$ cat src/rtl/pipeline_pkg.sv
// pipeline_pkg: shared constants and types for the front-end pipeline control
package pipeline_pkg;
    localparam logic [31:0] NOP_INSTR        = 32'h0000_0000;
    localparam logic [31:0] DEFAULT_RESET_PC = 32'h0000_0000;
    localparam int          CTRL_W           = 9;
    typedef logic [CTRL_W-1:0] id_ex_ctrl_t;
endpackage

$ cat src/rtl/sat_counter.sv
// sat_counter: saturating event counter with synchronous clear
//   clock_in, reset_in (async, active-high), clear_in (sync clear, beats inc_in),
//   inc_in (count one event), count_out (holds at all-ones)
module sat_counter #(
    parameter int W = 16
) (
    input  logic         clock_in,
    input  logic         reset_in,
    input  logic         clear_in,
    input  logic         inc_in,
    output logic [W-1:0] count_out
);
    logic [W-1:0] r_cnt;
    always_ff @(posedge clock_in or posedge reset_in) begin
        if (reset_in)
            r_cnt <= '0;
        else if (clear_in)
            r_cnt <= '0;
        else if (inc_in && ~&r_cnt)
            r_cnt <= r_cnt + W'(1);
    end
    assign count_out = r_cnt;
endmodule

$ cat src/rtl/fetch_stall_ctrl.sv
// fetch_stall_ctrl: applies hazard-unit stalls/flushes and ID branch redirects to PC, IF/ID and ID/EX control
//   inputs : clock_in, reset_in (async, active-high), pc_wr_in, if_id_wr_in, flush_control_in,
//            branch_taken_in, branch_target_in, instruction_in, id_ex_ctrl_in, counter_clear_in
//   outputs: pc_out, if_id_instruction_out, if_id_pc4_out, if_id_valid_out, id_ex_ctrl_out,
//            stall_count_out, flush_count_out (all registered)
module fetch_stall_ctrl #(
    parameter logic [31:0] RESET_PC = pipeline_pkg::DEFAULT_RESET_PC,
    parameter int          CTRL_W   = pipeline_pkg::CTRL_W,
    parameter int          CNT_W    = 16
) (
    input  logic              clock_in,
    input  logic              reset_in,
    input  logic              pc_wr_in,
    input  logic              if_id_wr_in,
    input  logic              flush_control_in,
    input  logic              branch_taken_in,
    input  logic [31:0]       branch_target_in,
    input  logic [31:0]       instruction_in,
    input  logic [CTRL_W-1:0] id_ex_ctrl_in,
    input  logic              counter_clear_in,
    output logic [31:0]       pc_out,
    output logic [31:0]       if_id_instruction_out,
    output logic [31:0]       if_id_pc4_out,
    output logic              if_id_valid_out,
    output logic [CTRL_W-1:0] id_ex_ctrl_out,
    output logic [CNT_W-1:0]  stall_count_out,
    output logic [CNT_W-1:0]  flush_count_out
);
    logic [31:0]       r_pc;
    logic [31:0]       r_if_id_instr;
    logic [31:0]       r_if_id_pc4;
    logic              r_if_id_valid;
    logic [CTRL_W-1:0] r_id_ex_ctrl;
    logic              w_redirect;
    logic [31:0]       w_pc4;
    logic [31:0]       w_target;
    // a branch seen while the PC is stalled is waiting on an operand and will be re-presented
    assign w_redirect = pc_wr_in & branch_taken_in;
    assign w_pc4      = r_pc + 32'd4;
    assign w_target   = branch_target_in & ~32'd3;
    always_ff @(posedge clock_in or posedge reset_in) begin
        if (reset_in) begin
            r_pc          <= RESET_PC;
            r_if_id_instr <= pipeline_pkg::NOP_INSTR;
            r_if_id_pc4   <= '0;
            r_if_id_valid <= 1'b0;
            r_id_ex_ctrl  <= '0;
        end else begin
            if (pc_wr_in)
                r_pc <= w_redirect ? w_target : w_pc4;
            if (if_id_wr_in) begin
                r_if_id_instr <= w_redirect ? pipeline_pkg::NOP_INSTR : instruction_in;
                r_if_id_pc4   <= w_pc4;
                r_if_id_valid <= ~w_redirect;
            end
            r_id_ex_ctrl <= flush_control_in ? '0 : id_ex_ctrl_in;
        end
    end
    sat_counter #(.W(CNT_W)) u_stall_cnt (
        .clock_in (clock_in),
        .reset_in (reset_in),
        .clear_in (counter_clear_in),
        .inc_in   (flush_control_in),
        .count_out(stall_count_out)
    );
    sat_counter #(.W(CNT_W)) u_flush_cnt (
        .clock_in (clock_in),
        .reset_in (reset_in),
        .clear_in (counter_clear_in),
        .inc_in   (w_redirect & if_id_wr_in),
        .count_out(flush_count_out)
    );
    assign pc_out                = r_pc;
    assign if_id_instruction_out = r_if_id_instr;
    assign if_id_pc4_out         = r_if_id_pc4;
    assign if_id_valid_out       = r_if_id_valid;
    assign id_ex_ctrl_out        = r_id_ex_ctrl;
endmodule

$ cat config.mk
export PLATFORM = sky130hd
export DESIGN_NAME = fetch_stall_ctrl
export DESIGN_NICKNAME = d
export VERILOG_FILES = /design/src/rtl/pipeline_pkg.sv /design/src/rtl/sat_counter.sv /design/src/rtl/fetch_stall_ctrl.sv
export SDC_FILE = /design/constraint.sdc
export NUM_CORES = 1
export LEC_CHECK = 0
export BUFFER_PORTS_ARGS = -buffer_cell sky130_fd_sc_hd__buf_4
export CAP_MARGIN = 0
export CORE_AREA = 2 2 126 128
export DETAILED_ROUTE_END_ITERATION = 10
export DIE_AREA = 0 0 128 130
export GPL_TIMING_DRIVEN = 0
export PLACE_DENSITY = 0.73
export SLEW_MARGIN = 20
export SYNTH_ARGS = -nofsm -noshare
export SYNTH_HDL_FRONTEND = slang
export SYNTH_SLANG_ARGS = --single-unit
$ cat constraint.sdc
create_clock -name clock_in -period 8.2 [get_ports clock_in]
set_input_delay 1.64 -clock clock_in [delete_from_list [all_inputs] [get_ports clock_in]]
set_output_delay 1.64 -clock clock_in [all_outputs]
set_load 0.02 [all_outputs]
==> results of run 1 <==
## cells in the mapped netlist (5+ instances only)
library cell | instances | area share (%)
sky130_fd_sc_hd__nand2_1 | 69 | 3.8
sky130_fd_sc_hd__or4_1 | 21 | 2.3
sky130_fd_sc_hd__inv_1 | 44 | 2.4
sky130_fd_sc_hd__a21oi_1 | 44 | 3.2
sky130_fd_sc_hd__o21ai_0 | 69 | 5.1
sky130_fd_sc_hd__nand4_1 | 25 | 2.3
sky130_fd_sc_hd__buf_2 | 5 | 0.37
sky130_fd_sc_hd__nor2_1 | 57 | 3.1
sky130_fd_sc_hd__o31ai_1 | 11 | 1.2
sky130_fd_sc_hd__a31oi_1 | 19 | 1.7
sky130_fd_sc_hd__o311ai_0 | 10 | 1.3
sky130_fd_sc_hd__nand3_1 | 26 | 1.9
sky130_fd_sc_hd__xnor2_1 | 9 | 1.2
sky130_fd_sc_hd__nor3_1 | 6 | 0.44
sky130_fd_sc_hd__dfrtp_1 | 134 | 49
sky130_fd_sc_hd__nor2b_1 | 23 | 2.1
sky130_fd_sc_hd__clkbuf_1 | 42 | 2.3
sky130_fd_sc_hd__xor2_1 | 5 | 0.64
sky130_fd_sc_hd__or3_1 | 20 | 1.8
sky130_fd_sc_hd__o211ai_1 | 8 | 0.88
sky130_fd_sc_hd__a22o_1 | 11 | 1.4
sky130_fd_sc_hd__and3_1 | 13 | 1.2
sky130_fd_sc_hd__nor4_1 | 7 | 0.64
sky130_fd_sc_hd__and4_1 | 5 | 0.64
## stage by stage
stage / utilization (%) / instances / power, mW / hold WS [ps] / setup WS, ps
final: 60.1 / 1188 / 1.95 / 520 / 5120
after global routing: 60.1 / 1188 / 2.04 / 545 / 4910
after CTS: 60.1 / 1188 / 1.97 / 525 / 5100
after detailed placement: 56.3 / 1156 / 1.22 / 509 / 4680
after global placement: 56.0 / 1155 / 1.21 / 506 / 1270
after floorplan: - / 752 / 1.02 / 592 / 2980
## worst paths after layout
path / depth (start not counted) / to / slack [ps]
hold / removal: 1 / if_id_pc4_out[3]$_DFFE_PP0P_ / 520
setup / recovery: 8 / if_id_instruction_out[5]$_DFFE_PP0P_ / 5120
setup reg to reg: 7 / pc_out[22]$_DFFE_PP0P_ / 5550
min in group asynchronous: 2 / id_ex_ctrl_out[8]$_DFF_PP0_ / 1250
hold reg to reg: 1 / if_id_pc4_out[3]$_DFFE_PP0P_ / 520
max in group asynchronous: 3 / pc_out[16]$_DFFE_PP0P_ / 6250
## area by class of cell
type / instances / area share (%)
Clock inverter: 13 / 1.42
Tap cell: 192 / 2.59
Buffer: 54 / 2.58
Sequential cell: 134 / 36.2
Inverter: 45 / 1.90
Clock buffer: 19 / 4.89
Multi-Input combinational cell: 519 / 33.1
Timing Repair Buffer: 212 / 17.4
## kinds of logic (layout without fill, tap and decap cells)
kind of cell	Yosys count	count (layout)	share of synthesized area (%)
AND/OR/NAND/NOR	289	289	22.5
flip-flops	134	134	49.3
buffers and inverters	99	343	5.99
XOR/XNOR	14	14	1.80
AO/OA/AOI/OAI	202	202	18.7
multiplexers	7	7	1.10
other	1	4	0.0551
adder cells (fa/ha/maj)	3	3	0.551
## per-layer routing
layer  up-vias  track usage, %
met5         -               0
li1       3175               -
met2       284            40.2
met1      3166            32.3
met3        27            5.29
met4         0            8.73
## flip-flops by register name (all words and copies together), names as in the netlist
name / count
id_ex_ctrl_out: 9
if_id_valid_out: 1
pc_out: 30
u_flush_cnt.count_out: 16
u_stall_cnt.count_out: 16
if_id_pc4_out: 30
if_id_instruction_out: 32
## report_power, final
part           total, mW  switching [mW]  internal, mW
combinational      0.414           0.239         0.176
sequential         0.791          0.0646         0.726
clock              0.747           0.286         0.461
total               1.95           0.589          1.36
## critical path, stage by stage
cell	delay, ps
sky130_fd_sc_hd__buf_4	130
sky130_fd_sc_hd__and2_1	140
sky130_fd_sc_hd__clkbuf_1	320
sky130_fd_sc_hd__nor2b_1	210
sky130_fd_sc_hd__clkbuf_1	230
sky130_fd_sc_hd__clkbuf_1	470
sky130_fd_sc_hd__nand2_1	140
sky130_fd_sc_hd__o21ai_0	110
## cell usage in the layout (no fill, tap or decap), types with 8 or more instances in the layout
cell type                   netlist  layout
sky130_fd_sc_hd__a21oi_1         44      44
sky130_fd_sc_hd__or3_1           20      20
sky130_fd_sc_hd__buf_4            4     215
sky130_fd_sc_hd__a31oi_1         19      19
sky130_fd_sc_hd__nor2b_1         23      23
sky130_fd_sc_hd__o31ai_1         11      11
sky130_fd_sc_hd__and3_1          13      13
sky130_fd_sc_hd__o311ai_0        10      10
sky130_fd_sc_hd__nand4_1         25      25
sky130_fd_sc_hd__nand3_1         26      26
sky130_fd_sc_hd__nand2_1         69      69
sky130_fd_sc_hd__inv_1           44      43
sky130_fd_sc_hd__nor2_1          57      57
sky130_fd_sc_hd__clkbuf_1        42      42
sky130_fd_sc_hd__xnor2_1          9       9
sky130_fd_sc_hd__clkbuf_16        0      17
sky130_fd_sc_hd__dfrtp_1        134     134
sky130_fd_sc_hd__or4_1           21      21
sky130_fd_sc_hd__a22o_1          11      11
sky130_fd_sc_hd__o21ai_0         69      69
sky130_fd_sc_hd__o211ai_1         8       8
==> impl_metrics.env, run 1 <==
export IMPL_synthesis_area_per_instance_um2=9.09
export IMPL_antenna_found_initial=0
export IMPL_cp_max_fo=10
export IMPL_groute_usage_overall_pct=24.5
export IMPL_cap_violations=0
export IMPL_clock_insertion_delay_worst_skew_ps=410
export IMPL_wire_length_of_the_first_global_routing_pass_um=32000
export IMPL_slew_limit_headroom_pct=26.1
export IMPL_top_level_ports=218
export IMPL_worst_slew_pin_transition_ps=1100
export IMPL_tritoncts="built"
export IMPL_start_util_pct=44.1
export IMPL_final_antenna_net_count=0
export IMPL_count_of_warnings_emitted_by_yosys=0
export IMPL_number_of_enable_type_register_cells_in_the_synthesized_netlist=0
export IMPL_synth_seq_area_share_pct=49.3
export IMPL_drt_iter0_markers=512
export IMPL_die_area_mm2=0.0166
export IMPL_fin_area_mm2=0.00927
export IMPL_grt_overflow_total=0
export IMPL_cts_resized=0
export IMPL_cellPowerDensity_mw_per_mm2=211
export IMPL_period_needed_ps=3080
export IMPL_multi_input_area_mm2=0.00306
export IMPL_ctsLongestPathBuffers=2
export IMPL_finish_net_count=1066
export IMPL_dr_total_vias=6652
export IMPL_cts_inserted_buffers=17
export IMPL_coreArea_mm2=0.0154
export IMPL_max_clock_freq_mhz=325
export IMPL_run_status="finished clean"
export IMPL_cts_hold_buffers=0
export IMPL_clk_pin_slew_worst_paths_ps=60
export IMPL_synth_top_flop_cell="sky130_fd_sc_hd__dfrtp_1"
export IMPL_post_synth_instance_area_mm2=0.00681
export IMPL_post_cts_buffers=0
export IMPL_met2_routed_wirelength_um=9800
export IMPL_setup_total_negative_slack_ps=0
export IMPL_first_global_vias=6089
export IMPL_finalHoldViolCount=0
export IMPL_m1WireLength_um=8790
export IMPL_worstPathArrival_ps=3400
export IMPL_topRoutingLayerUsed="met4"
export IMPL_avgViaCountPerCell=5.60
export IMPL_syn2layout_area_growth_pct=36.2
export IMPL_critPathRequiredTime_ps=8520
export IMPL_yosysUniqueCellTypes=60
export IMPL_hold_path_class="register to register"
export IMPL_fraction_of_registers_with_async_set_reset_pct=100
export IMPL_cts_root_buffer_cell="sky130_fd_sc_hd__clkbuf_16"
export IMPL_die_w_um=128
export IMPL_cp_startpoint="pc_wr_in"
export IMPL_final_count_of_negative_setup_slack_endpoints=0
export IMPL_finalClockSkew_ps=6.57
export IMPL_grt_max_degree=71
export IMPL_post_route_drc=0
export IMPL_worstSetupStartpointType="input pin"
export IMPL_worstHoldStart="if_id_pc4_out[3]$_DFFE_PP0P_"
export IMPL_io_buffer_count=211
export IMPL_drtPass1Iterations=6
export IMPL_wl_met3_um=1580
export IMPL_rsz0062_at_grt="false"
export IMPL_drt_wirelength_per_cell_um=17.3
export IMPL_clock_tree_htree_level_count=4
export IMPL_crit_reg2reg_launch="pc_out[2]$_DFFE_PP0P_"
export IMPL_finalWeightedCongestion=0.878
export IMPL_dpl_instance_area_mm2=0.00868
export IMPL_vdd_ir_drop_worst_uv=139
export IMPL_drv_slew=0
export IMPL_yosys_register_bits=134
export IMPL_post_route_period_util_pct=37.5
export IMPL_register_area_mm2=0.00335
export IMPL_std_cell_rows=46
export IMPL_detailedPlacementHpwl_um=14800
export IMPL_drt_total_wl_um=20500
export IMPL_clkSinkCount=134
export IMPL_dieHeight_um=130
export IMPL_power_leakage_nw=4.15
export IMPL_layout_drive_gt1_share_pct=27.2
export IMPL_antenna_diode_count=0
export IMPL_synthesis_instances=749
export IMPL_critPathCaptureType="register"
export IMPL_worstSetupPathType="input pin to register"
export IMPL_fillers=1391
(Power assumes the default switching activity.)
==> run 2: changes to the inputs <==
Settings changed: PLACE_DENSITY 0.73 to 0.76.
Clock period 8.2 ns to 2.65 ns, I/O delays scaled along.
==> impl_metrics.env, run 2 (same netlist as run 1, synthesis figures left out) <==
export IMPL_drt_total_wl_um=20800
export IMPL_finalWeightedCongestion=0.890
export IMPL_post_route_period_util_pct=95.4
export IMPL_cp_max_fo=10
export IMPL_power_switching_mw=1.80
export IMPL_cp_slowest_cell="sky130_fd_sc_hd__or4_1"
export IMPL_fin_area_mm2=0.00939
export IMPL_vdd_ir_drop_worst_uv=457
export IMPL_critPathRequiredTime_ps=2960
export IMPL_final_count_of_negative_setup_slack_endpoints=0
export IMPL_wire_length_of_the_first_global_routing_pass_um=32400
export IMPL_clkPwrFrac_pct=40.4
export IMPL_power_share_combinational_pct=20.7
export IMPL_detailedPlacementHpwl_um=15100
export IMPL_critPathCaptureType="register"
export IMPL_period_needed_ps=2530
export IMPL_finalWorstSetupSlack_ps=121
export IMPL_cts_inserted_buffers=17
export IMPL_instances_no_fill=1189
export IMPL_mostFrequentLayoutCell="sky130_fd_sc_hd__buf_4"
export IMPL_post_place_ws_ps=24.6
export IMPL_grt_max_degree=33
export IMPL_std_cell_rows=46
export IMPL_worstSetupStartpointType="register"
export IMPL_fin_worst_hold_slack_ps=82.8
export IMPL_critical_path_max_stage_delay_ps=600
export IMPL_clk_pin_slew_worst_paths_ps=60
export IMPL_drv_slew=0
export IMPL_largest_register_ff_count=32
export IMPL_start_util_pct=44.1
export IMPL_slew_limit_headroom_pct=23.5
export IMPL_post_route_drc=0
export IMPL_worst_slew_pin_transition_ps=1140
export IMPL_clock_insertion_delay_worst_skew_ps=410
export IMPL_worstPathArrival_ps=2840
export IMPL_tritoncts="built"
export IMPL_groute_usage_overall_pct=24.9
export IMPL_post_layout_total_power_mw=6.29
export IMPL_rsz0062_at_grt="false"
export IMPL_first_global_vias=6221
export IMPL_syn2layout_area_growth_pct=37.9
export IMPL_switching_share_pct=28.6
export IMPL_hold_path_class="input pin to async pin"
export IMPL_clock_tree_htree_level_count=4
export IMPL_numPlacedInstances=1159
export IMPL_ctsLongestPathBuffers=2
export IMPL_dr_total_vias=6771
export IMPL_drt_iter0_markers=635
export IMPL_grt_overflow_total=0
export IMPL_dpl_instance_area_mm2=0.00873
export IMPL_coreArea_mm2=0.0154
export IMPL_final_antenna_net_count=0
export IMPL_antenna_found_initial=0
export IMPL_die_w_um=128
export IMPL_max_clock_freq_mhz=395
export IMPL_worstSetupPathType="register to register"
export IMPL_cts_root_buffer_cell="sky130_fd_sc_hd__clkbuf_16"
export IMPL_finalHoldViolCount=0
export IMPL_finish_net_count=1069
export IMPL_die_area_mm2=0.0166
export IMPL_clkSinkCount=134
export IMPL_dieHeight_um=130
export IMPL_drtPass1Iterations=5
export IMPL_cellPowerDensity_mw_per_mm2=670
export IMPL_layout_cells_most_common_list="sky130_fd_sc_hd__buf_4, sky130_fd_sc_hd__dfrtp_1, sky130_fd_sc_hd__nand2_1, sky130_fd_sc_hd__o21ai_0, sky130_fd_sc_hd__nor2_1"
export IMPL_final_util_pct=60.8
export IMPL_finalClockSkew_ps=5.05
export IMPL_avgViaCountPerCell=5.69
export IMPL_layout_drive_gt1_share_pct=27.8
export IMPL_setup_total_negative_slack_ps=0
export IMPL_pwr_share_seq_pct=38.9
export IMPL_drt_wirelength_per_cell_um=17.5
export IMPL_run_status="finished clean"
export IMPL_power_leakage_nw=4.19
export IMPL_io_buffer_count=211
export IMPL_cap_violations=0
export IMPL_internal_power_mw=4.49
export IMPL_top_level_ports=218
export IMPL_cp_cell_sequence="ha_2 -> nand3_2 -> or4_1 -> clkbuf_1 -> buf_2 -> o31a_1 -> a211oi_1"
export IMPL_antenna_diode_count=0
export IMPL_post_cts_buffers=0
==> run 2: changes by cell type in the layout (fill, tap and decap cells not counted), sizes merged <==
cell | previous run | this run
buf | 224 | 227
bufinv | 2 | 4
clkbuf | 61 | 64
clkinv | 10 | 3
clkinvlp | 2 | 3
inv | 44 | 43
==> run 2: critical path: cells and delay by family (launching register included) <==
kind,cells,cell delay [ps]
buffers and inverters,2,450
AND/OR/NAND/NOR,2,770
AO/OA/AOI/OAI,2,530
adder cells (fa/ha/maj),1,240
flip-flops,1,440
==> run 2: power groups by stage <==
stage / Sequential, mW / Clock (mW) / Combinational (mW)
final: 2.45 / 2.54 / 1.30
after global routing: 2.47 / 2.67 / 1.40
after CTS: 2.44 / 2.58 / 1.30
after detailed placement: 2.47 / 0 / 1.29
after global placement: 2.47 / 0 / 1.26
after floorplan: 2.69 / 0 / 0.462
==> run 2: cell type report <==
| cell class | instances | area (um^2) |
|---|---|---|
| clock buffer | 22 | 494 |
| fill | 1326 | 6040 |
| sequential | 134 | 3360 |
| timing repair buffer | 215 | 1660 |
| tap | 192 | 240 |
| clock inverter | 8 | 145 |
| multi-input combinational | 519 | 3070 |
| inverter | 45 | 173 |
| buffer | 54 | 240 |
==> run 2: path summary, 6_finish.rpt <==
path | cells after the start | endpoint | startpoint | slack (ps)
min reg2reg | 2 | if_id_valid_out$_DFFE_PP0P_ | if_id_valid_out$_DFFE_PP0P_ | 510
min | 2 | u_stall_cnt.count_out[14]$_DFFE_PP0P_ | reset_in | 80
min in group clock_in | 3 | if_id_instruction_out[29]$_DFFE_PP0P_ | instruction_in[29] | 320
max reg2reg | 7 | pc_out[20]$_DFFE_PP0P_ | pc_out[2]$_DFFE_PP0P_ | 120
max in group asynchronous | 5 | pc_out[2]$_DFFE_PP0P_ | reset_in | 1620
max | 7 | pc_out[20]$_DFFE_PP0P_ | pc_out[2]$_DFFE_PP0P_ | 120
==> run 2: timing repair <==
item	4_1_cts	5_1_grt
endpoints found under the setup margin	0	12
hold buffers	0	0
gates resized for setup	0	8
==> run 2: per-layer routing <==
metal / track usage (%) / wire (um) / share of wire [%] / vias to the layer above
li1: - / - / - / 3187
met1: 33.1 / 8880 / 43 / 3191
met2: 40.4 / 9750 / 47 / 350
met3: 5.82 / 1670 / 8.0 / 43
met4: 8.66 / 517 / 2.5 / 0
met5: 0 / 0 / 0 / -
==> run 3: changes to the inputs <==
Settings changed: BUFFER_PORTS_ARGS -buffer_cell sky130_fd_sc_hd__buf_4 to default, DONT_BUFFER_PORTS from default to 1, PLACE_DENSITY 0.76 to 0.63.
==> impl_metrics.env, run 3 (same netlist as run 1, synthesis figures left out) <==
export IMPL_cts_inserted_buffers=17
export IMPL_timing_critical_path_buf_inv=3
export IMPL_post_route_drc=0
export IMPL_antenna_found_initial=0
export IMPL_antenna_diode_count=0
export IMPL_wire_length_of_the_first_global_routing_pass_um=30300
export IMPL_drt_total_wl_um=19300
export IMPL_path_common_cell="sky130_fd_sc_hd__buf_6"
export IMPL_cts_hold_buffers=0
export IMPL_post_layout_total_power_mw=5.72
export IMPL_finish_net_count=856
export IMPL_cp_max_fo=19
export IMPL_final_antenna_net_count=0
export IMPL_clock_tree_htree_level_count=4
export IMPL_worstSetupStartpointType="register"
export IMPL_multi_input_area_mm2=0.00308
export IMPL_detailedPlacementHpwl_um=14100
export IMPL_rsz0062_at_grt="false"
export IMPL_final_count_of_negative_setup_slack_endpoints=0
export IMPL_slew_limit_headroom_pct=41.3
export IMPL_period_needed_ps=2590
export IMPL_tritoncts="built"
export IMPL_critical_path_top_delay_family="simple AND/OR/NAND/NOR gates"
export IMPL_clkSinkCount=134
export IMPL_power_leakage_nw=3.14
export IMPL_worstPathArrival_ps=2940
export IMPL_top_level_ports=218
export IMPL_grt_overflow_total=0
export IMPL_cellPowerDensity_mw_per_mm2=736
export IMPL_max_clock_freq_mhz=387
export IMPL_coreArea_mm2=0.0154
export IMPL_layout_cells_most_common_list="sky130_fd_sc_hd__dfrtp_1, sky130_fd_sc_hd__nand2_1, sky130_fd_sc_hd__o21ai_0"
export IMPL_clk_pin_slew_worst_paths_ps=60
export IMPL_worst_slew_pin_transition_ps=871
export IMPL_setup_total_negative_slack_ps=0
export IMPL_std_cell_rows=46
export IMPL_grt_max_degree=34
export IMPL_avgViaCountPerCell=6.01
export IMPL_fin_area_mm2=0.00776
export IMPL_most_crowded_layer_after_global_routing="met2"
export IMPL_drt_iter0_markers=437
export IMPL_finalClockSkew_ps=6.86
export IMPL_die_area_mm2=0.0166
export IMPL_critPathCaptureType="register"
export IMPL_post_route_period_util_pct=97.6
export IMPL_run_status="finished clean"
export IMPL_fin_worst_hold_slack_ps=26.7
export IMPL_final_util_pct=50.3
export IMPL_worstSetupPathType="register to register"
export IMPL_drt_wirelength_per_cell_um=19.8
export IMPL_start_util_pct=44.1
export IMPL_vdd_ir_drop_worst_uv=464
export IMPL_register_area_mm2=0.00336
export IMPL_globalRouteMet2Util_pct=36.5
export IMPL_groute_usage_overall_pct=23.2
export IMPL_cts_root_buffer_cell="sky130_fd_sc_hd__clkbuf_16"
export IMPL_finalHoldViolCount=0
export IMPL_dieHeight_um=130
export IMPL_critical_path_max_stage_delay_ps=510
export IMPL_finalWeightedCongestion=0.864
export IMPL_dr_total_vias=5873
export IMPL_largest_register_ff_count=32
export IMPL_grt_use_met3_pct=7.59
export IMPL_clock_insertion_delay_worst_skew_ps=420
export IMPL_cp_slowest_cell="sky130_fd_sc_hd__or4_1"
export IMPL_syn2layout_area_growth_pct=14.0
export IMPL_critPathRequiredTime_ps=3000
export IMPL_ctsLongestPathBuffers=2
export IMPL_cap_violations=0
export IMPL_global_route_usage_met1_pct=29.6
export IMPL_drv_slew=0
export IMPL_die_w_um=128
export IMPL_cp_cell_sequence="clkbuf_1 -> nand2_1 -> or4_4 -> buf_6 -> buf_6 -> or4_1 -> nand3_1"
export IMPL_drtPass1Iterations=6
export IMPL_dpl_instance_area_mm2=0.00715
export IMPL_first_global_vias=5669
export IMPL_hold_path_class="input pin to async pin"
export IMPL_mostFrequentLayoutCell="sky130_fd_sc_hd__dfrtp_1"
export IMPL_io_buffer_count=0
export IMPL_fillers=1475
export IMPL_layout_drive_gt1_share_pct=8.52
-- run 3: cell types whose count changed in the layout (fill, tap and decap cells not counted), moves of 2 or more --
| cell | before | now |
|---|---|---|
| sky130_fd_sc_hd__clkinv_4 | 0 | 2 |
| sky130_fd_sc_hd__nor4_2 | 3 | 1 |
| sky130_fd_sc_hd__clkbuf_8 | 5 | 3 |
| sky130_fd_sc_hd__bufinv_16 | 4 | 2 |
| sky130_fd_sc_hd__buf_4 | 215 | 4 |
-- run 3: layer usage --
layer  part of all wire, %  vias to the layer above
li1                      -                     2742
met1                    42                     2871
met2                    47                      229
met3                   8.2                       31
met4                   2.3                        0
met5                     0                        -
-- run 3: path summary, 6_finish.rpt --
path / slack (ps) / start / depth (start not counted) / end
min: 30 / reset_in / 1 / u_stall_cnt.count_out[3]$_DFFE_PP0P_
min reg2reg: 630 / if_id_instruction_out[23]$_DFFE_PP0P_ / 2 / if_id_instruction_out[23]$_DFFE_PP0P_
max reg2reg: 60 / pc_out[14]$_DFFE_PP0P_ / 7 / pc_out[17]$_DFFE_PP0P_
min in group clock_in: 240 / instruction_in[29] / 2 / if_id_instruction_out[29]$_DFFE_PP0P_
max: 60 / pc_out[14]$_DFFE_PP0P_ / 7 / pc_out[17]$_DFFE_PP0P_
max in group asynchronous: 1680 / reset_in / 4 / pc_out[2]$_DFFE_PP0P_
-- run 3: layout make-up --
type                    instances  share of cell area, %
clock buffers                  21                   6.06
well taps                     192                   3.09
repair buffers                  4                   1.13
multi-input cells             519                   39.7
flip-flops and latches        134                   43.2
clock inverters                11                   1.60
plain buffers                  52                   3.00
inverters                      45                   2.22
-- run 3: timing repair --
item                                    4_1_cts  5_1_grt
pin swaps                                     0        0
gates resized for setup                       5        2
endpoints found under the setup margin       15       11
buffers inserted                              0        0
-- run 3: where the power goes --
part	switching [mW]	total, mW	internal (mW)
combinational	0.365	0.603	0.239
clock	0.910	2.37	1.46
sequential	0.497	2.74	2.24
-- run 3: per-stage QoR --
| step | worst slack [ps] | instances |
|---|---|---|
| final | 64.9 | 978 |
| after global routing | 19.6 | 978 |
| after floorplan | 291 | 752 |
| after detailed placement | -214 | 948 |
| after CTS | 75.2 | 979 |
| after global placement | -250 | 944 |
-- run 3: worst reg2reg max path: cells and delay by family (launching register included) --
| family | cells | cell delay [ps] |
|---|---|---|
| AND/OR/NAND/NOR | 4 | 1310 |
| buffers and inverters | 3 | 750 |
| flip-flops | 1 | 460 |
